`config.mk`:
```
export PLATFORM = sky130hd
export DESIGN_NAME = vis_stream_packer
export DESIGN_NICKNAME = d
export VERILOG_FILES = /design/src/rtl/vis_stream_packer.sv
export SDC_FILE = /design/constraint.sdc
export NUM_CORES = 1
export LEC_CHECK = 0
export BUFFER_PORTS_ARGS = -buffer_cell sky130_fd_sc_hd__clkbuf_2
export CELL_PAD_IN_SITES_DETAIL_PLACEMENT = 0
export CELL_PAD_IN_SITES_GLOBAL_PLACEMENT = 2
export CORE_UTILIZATION = 39
export CTS_CLUSTER_SIZE = 25
export DETAILED_ROUTE_END_ITERATION = 12
export GPL_TIMING_DRIVEN = 0
export PLACE_DENSITY_LB_ADDON = 0.15
export SLEW_MARGIN = 30
export SYNTH_ARGS = -nofsm -noshare
export SYNTH_HDL_FRONTEND = slang
export SYNTH_SLANG_ARGS = --single-unit
export TNS_END_PERCENT = 100
```
`constraint.sdc`:
```
create_clock -name aclk -period 4.7 [get_ports aclk]
set_input_delay 1.175 -clock aclk [delete_from_list [all_inputs] [get_ports aclk]]
set_output_delay 1.175 -clock aclk [all_outputs]
set_load 0.005 [all_outputs]
```
`src/rtl/vis_stream_packer.sv`:
```
// Visibility stream packer: frames {re, im} word pairs into a byte-wide
// AXI-Stream with sync header, sequence byte and XOR checksum trailer.
module vis_stream_packer #(
  parameter int unsigned WORD_BITS = 32,
  parameter bit          HEADER_EN = 1'b1,
  parameter bit          CSUM_EN   = 1'b1,
  parameter logic [15:0] SYNC_WORD = 16'hA55A
) (
  input  logic                 aclk,
  input  logic                 aresetn,
  input  logic [WORD_BITS-1:0] s_revis_i,
  input  logic [WORD_BITS-1:0] s_imvis_i,
  input  logic                 s_valid_i,
  output logic                 s_ready_o,
  input  logic                 s_last_i,
  output logic                 m_tvalid_o,
  input  logic                 m_tready_i,
  output logic                 m_tlast_o,
  output logic [7:0]           m_tdata_o,
  output logic                 busy_o,
  output logic [7:0]           seq_o
);

  localparam int unsigned NB = 2 * WORD_BITS / 8;
  localparam int unsigned SW = 2 * WORD_BITS;
  localparam int unsigned IW = $clog2(NB);
  localparam logic [IW-1:0] LAST_IDX = IW'(NB - 1);

  typedef enum logic [2:0] {
    IDLE, HDR0, HDR1, SEQ, DATA, WAIT, CSUM
  } state_t;

  state_t        state_q, state_d;
  logic [SW-1:0] sr_q, sr_d;
  logic [IW-1:0] idx_q, idx_d;
  logic          last_q, last_d;
  logic [7:0]    csum_q, csum_d;
  logic [7:0]    seq_q, seq_d;
  logic [7:0]    data_q, data_d;
  logic          valid_q, valid_d;
  logic          tlast_q, tlast_d;

  logic          acc;
  logic          hs;
  logic [SW-1:0] in_word;
  logic [IW-1:0] idx_nx;
  logic [7:0]    csum_nx;

  assign in_word = {s_revis_i, s_imvis_i};
  assign s_ready_o = aresetn &&
                     (state_q == IDLE || state_q == WAIT);
  assign acc     = s_valid_i && s_ready_o;
  assign hs      = valid_q && m_tready_i;
  assign idx_nx  = idx_q + 1'b1;
  assign csum_nx = csum_q ^ data_q;

  assign m_tvalid_o = valid_q;
  assign m_tlast_o  = tlast_q;
  assign m_tdata_o  = data_q;
  assign busy_o     = (state_q != IDLE);
  assign seq_o      = seq_q;

  // The state names the byte currently presented on the output register.
  always_comb begin
    state_d = state_q;
    sr_d    = sr_q;
    idx_d   = idx_q;
    last_d  = last_q;
    csum_d  = csum_q;
    seq_d   = seq_q;
    data_d  = data_q;
    valid_d = valid_q;
    tlast_d = tlast_q;
    unique case (state_q)
      IDLE: begin
        if (acc) begin
          last_d  = s_last_i;
          csum_d  = 8'h00;
          valid_d = 1'b1;
          tlast_d = 1'b0;
          idx_d   = '0;
          if (HEADER_EN) begin
            state_d = HDR0;
            sr_d    = in_word;
            data_d  = SYNC_WORD[15:8];
          end else begin
            state_d = DATA;
            sr_d    = in_word << 8;
            data_d  = s_revis_i[WORD_BITS-1 -: 8];
          end
        end
      end
      HDR0: begin
        if (hs) begin
          state_d = HDR1;
          data_d  = SYNC_WORD[7:0];
        end
      end
      HDR1: begin
        if (hs) begin
          state_d = SEQ;
          data_d  = seq_q;
        end
      end
      SEQ: begin
        if (hs) begin
          state_d = DATA;
          data_d  = sr_q[SW-1 -: 8];
          sr_d    = sr_q << 8;
          idx_d   = '0;
        end
      end
      DATA: begin
        if (hs) begin
          csum_d = csum_nx;
          if (idx_q == LAST_IDX) begin
            if (!last_q) begin
              state_d = WAIT;
              valid_d = 1'b0;
              tlast_d = 1'b0;
            end else if (CSUM_EN) begin
              state_d = CSUM;
              data_d  = csum_nx;
              tlast_d = 1'b1;
            end else begin
              state_d = IDLE;
              valid_d = 1'b0;
              tlast_d = 1'b0;
              seq_d   = seq_q + 8'd1;
            end
          end else begin
            data_d  = sr_q[SW-1 -: 8];
            sr_d    = sr_q << 8;
            idx_d   = idx_nx;
            tlast_d = (idx_nx == LAST_IDX) && last_q && !CSUM_EN;
          end
        end
      end
      WAIT: begin
        if (acc) begin
          state_d = DATA;
          last_d  = s_last_i;
          sr_d    = in_word << 8;
          data_d  = s_revis_i[WORD_BITS-1 -: 8];
          valid_d = 1'b1;
          tlast_d = 1'b0;
          idx_d   = '0;
        end
      end
      CSUM: begin
        if (hs) begin
          state_d = IDLE;
          valid_d = 1'b0;
          tlast_d = 1'b0;
          seq_d   = seq_q + 8'd1;
        end
      end
      default: state_d = IDLE;
    endcase
  end

  always_ff @(posedge aclk or negedge aresetn) begin
    if (!aresetn) begin
      state_q <= IDLE;
      sr_q    <= '0;
      idx_q   <= '0;
      last_q  <= 1'b0;
      csum_q  <= 8'h00;
      seq_q   <= 8'h00;
      data_q  <= 8'h00;
      valid_q <= 1'b0;
      tlast_q <= 1'b0;
    end else begin
      state_q <= state_d;
      sr_q    <= sr_d;
      idx_q   <= idx_d;
      last_q  <= last_d;
      csum_q  <= csum_d;
      seq_q   <= seq_d;
      data_q  <= data_d;
      valid_q <= valid_d;
      tlast_q <= tlast_d;
    end
  end

endmodule

```
Word level (Yosys, flattened, before mapping). Index checks and enable logic that the tools add are counted.

Add/subtract/negate cells: 2. Equality and inequality tests: 19. Mux-type cells: 43. Bitwise gates (word level): 1. Reduce and logical (&&, ||, !) cells: 21.

Operators with widths (count): 64-bit 2-to-1 mux (5); 64-bit case mux with 4 select lines (1); 8-bit 2-to-1 mux (10); 8-bit case mux with 6 select lines (1); 3-bit 2-to-1 mux (11); 3-bit case mux with 7 select lines (1); 2-bit inequality test, second input constant (10); 8-bit case mux with 2 select lines (1); 8-bit AND reduction (2); 3-bit == test, second input constant (4); 6-bit AND reduction (2); 1-bit 2-to-1 mux (9); 3-bit case mux with 3 select lines (1); 3-bit nonzero test (3); 8-bit by 1-bit adder with 8-bit output, second input constant (1); 8-bit bitwise XOR (1); 3-bit by 2-bit == test with 1-bit output, second input constant (2); 1-bit case mux with 3 select lines (2); 6-bit nonzero test (1); 5-bit AND reduction (1); 2-bit AND reduction (2); 4-bit AND reduction (1); 4-bit nonzero test (1); 3-bit by 1-bit adder with 3-bit output, second input constant (1); 10 further kinds (12).

Register bits: 97. Input bits: 69. Word-level logic and storage cells: 95.

Logic depth before layout (Yosys ltp).
Word-level depth: 6. Depth in mapped cells: 8. Depth with buffers taken out: 7.

Least setup slack after synthesis. No wires, ideal clock.

Path kind: input to output. From: in aresetn. To: out s_ready_o. Arrival: 1.375 ns. Slack: 2.150 ns. Stages on the path: 1. Buffers on the path: 0. Cells stage by stage: nor3b_1.

Longest elaborated chain between the ends: 1.

RTL lines: start, declared (line 10) `input logic aresetn,`; 1-bit logical AND (line 50) `assign s_ready_o = aresetn &&`; end, declared (line 14) `output logic s_ready_o,`.

Every way passes these cells.

Final worst setup path. Same ends and word-level chain as after synthesis.

==> out/summary.txt <==
Synth Register Bits - 97
drt via density - 6.01
slowest cell on the critical path - clkbuf_8
Bufs on Longest Clock Path - 2
Inserted Diodes - 0
Overall Power - 4.50 mW
Post-Synthesis Cells - 757
initial antenna violation count - 0
area delta synth->final - 15.1%
Die Width - 134 um
# DRC - 0
post-CTS setup buffer count - 0
total wire length - 22.7 mm
crit start category - input port
GPL Wtd Cong - 0.846
minimum clock period - 3.46 ns
Layout Utilization - 46.6%
Synth top area share - 35.7%
vias in the first global route - 6224
post-synthesis xor/xnor area fraction - 1.80%
core area - 16800 um^2
Synth cell types - 46
P per Cell Area - 574 nW/um^2
wire length per cell - 21.0 um
Nets - 929
post-route ant nets - 0
Final period util - 73.6%
largest net degree at the start of global routing - 55
DIE AREA - 18000 um^2
initial drt markers - 457
number of flops mapped to enable cells by yosys - 0
Simple-Gate Fraction of Synth Area - 9.87%
endpoints failing hold - 0
Sw Ratio - 41.8%
H-tree levels - 3
Pleak - 3.38 nW
Seq pwr share - 32.8%
first-pass GRT wire length - 35.2 mm
CTS Hold Bufs - 0
router iterations before antenna repair - 5
Reg clk slew, reported paths - 0.07 ns
most frequent cells after synthesis - dfrtp_1, o21ai_0, nor2_1, a21oi_1, mux2i_1
HPWL after DPL - 16.7 mm
clk_skew - 0.00863 ns
Worst-Skew Late Latency - 0.36 ns
global route overflow - 0
num rows - 47
multiplexer area fraction after synthesis - 18.9%
fmax - 289 MHz
register area share after synthesis - 35.7%
Internal - 2.62 mW
Req. time, crit path - 3.52 ns
Worst Hold Depth - 2
GR Util All Layers - 25.6%
post-cts sizing count - 0
CTS root buffer - clkbuf_16
largest family of logic cells by synthesized area - compound AO/OA/AOI/OAI gates
cell family with most CP delay - buffers and inverters
Crit Path Class - in2out
synthesized area - 6810 um^2
Final Max Slew Viols - 0
RSZ-0062 raised after global routing - no
IO Pins - 89
TritonCTS Sinks - 97
Post-Synth Adder-Cell Area - 0.698%
area leader, netlist - dfrtp_1
Syn Area/Cell - 8.99 um^2
Fin Setup TNS - 0 ns
ys flop type - dfrtp_1
worst slew pin tran - 0.816 ns
Logic pwr share - 51.0%
initial core utilization - 40.5%
MaxCap Viol Count - 0
top-count cell post-synth - dfrtp_1
Critical Path End Type - output pin
outcome - complete, no violations
number of port buffers - 88
synth top area cells - dfrtp_1, mux2i_1, mux2_2
Reg2Reg Depth - 7
Worst EP arrival - 2.28 ns
Net Sw Power - 1.88 mW
peak supply drop - 225 uV
Chip Height - 134 um
relative slew slack - 45.6%
share of layout cells above drive strength 1 - 22.9%
number of stages on the worst setup path - 4
CTS buffer count - 9
Hold/Removal Path Class - reg2reg
synth warn - 0
CP max stage delay - 0.37 ns
CP Buf/Inv Count - 3
CTS tree - yes
setup violators final - 0
Async SR Flop Fraction - 100%
cells along the critical path - clkbuf_8 -> buf_16 -> nor3b_1 -> clkbuf_2
routed via count - 6507
Mapped Nets - 829
CP max FO - 54
post-synthesis compound-gate area fraction - 28.4%
clock power share - 16.2%
stage by stage:
step / cells / hold slack, ns / instance area [um^2] / setup slack (ns)
after floorplan: 757 / 0.454 / 6810 / 2.15
after global placement: 1065 / 0.478 / 7520 / -0.366
after detailed placement: 1066 / 0.477 / 7560 / 1.17
after CTS: 1082 / 0.494 / 7840 / 1.16
after global routing: 1082 / 0.518 / 7840 / 1.08
final: 1082 / 0.492 / 7840 / 1.24
cell usage in the layout, fill, tap and decap left out, types with 4 or more instances in the layout:
cell and count:
a21oi_1 69, a22o_1 56, a22oi_1 56, buf_1 8
buf_2 22, buf_4 4, clkbuf_1 30, clkbuf_16 9
clkbuf_2 87, dfrtp_1 97, mux2_2 50, mux2_4 8
mux2i_1 60, nand2_1 47, nand3_1 5, nor2_1 75
nor2b_1 7, nor3b_1 4, o21ai_0 95, o221ai_1 4
xnor2_1 11
cells by family (layout without fill, tap and decap cells):
kind of cell | count (synthesis) | count (layout)
buffers and inverters | 70 | 175
multiplexers | 118 | 118
AND/OR/NAND/NOR | 153 | 153
adder cells (fa/ha/maj) | 4 | 4
flip-flops | 97 | 97
XOR/XNOR | 14 | 14
AO/OA/AOI/OAI | 301 | 301
path summary, 6_finish.rpt:
kind                                   startpoint                     to  slack [ns]
setup reg to reg           state_q[2]$_DFFE_PN0P_   sr_q[63]$_DFFE_PN0P_        2.32
hold / removal               idx_q[1]$_DFFE_PN0P_   idx_q[1]$_DFFE_PN0P_        0.49
setup / recovery                          aresetn              s_ready_o        1.24
max in group asynchronous                 aresetn   sr_q[22]$_DFFE_PN0P_        3.30
min in group asynchronous                 aresetn  csum_q[1]$_DFFE_PN0P_        0.75
hold reg to reg              idx_q[1]$_DFFE_PN0P_   idx_q[1]$_DFFE_PN0P_        0.49
sequential cells by signal, indices dropped and copies added, names as in the netlist:
name	flops
sr_q	64
csum_q	8
m_tdata_o	8
seq_o	8
idx_q	3
state_q	3
last_q	1
m_tlast_o	1
m_tvalid_o	1
power by group through the flow:
stage | registers (mW) | clock network (mW) | logic [mW]
2_1_floorplan | 1.39 | 0 | 1.72
3_3_place_gp | 1.47 | 0 | 2.24
3_5_place_dp | 1.48 | 0 | 2.29
4_1_cts | 1.47 | 0.747 | 2.29
5_1_grt | 1.51 | 0.776 | 2.53
6_report | 1.48 | 0.728 | 2.29
worst reg2reg max path, cell delays in order (launching register included):
cell and delay [ns]:
dfrtp_1 0.46, buf_2 0.24, inv_2 0.22, buf_2 0.32
clkbuf_1 0.45, a21oi_1 0.13, o21ai_0 0.30, mux2_2 0.21
area by class of cell:
type                       instances  area [um^2]
buffer                            66          305
tap                              220          275
fill                            1714         8980
clock buffer                       9          225
multi-input combinational        590         4060
sequential                        97         2430
clock inverter                     7         53.8
timing repair buffer              89          477
inverter                           4         15.0
layer usage:
layer | GRT usage, % | vias to the layer above | part of all wire (%)
met5 | 0 | - | 0
met4 | 6.12 | 0 | 1.4
met1 | 36.2 | 3260 | 47
met2 | 40.2 | 193 | 46
met3 | 4.72 | 24 | 5.3
li1 | - | 3030 | -
Note: power is estimated with default switching activity, not from simulation.
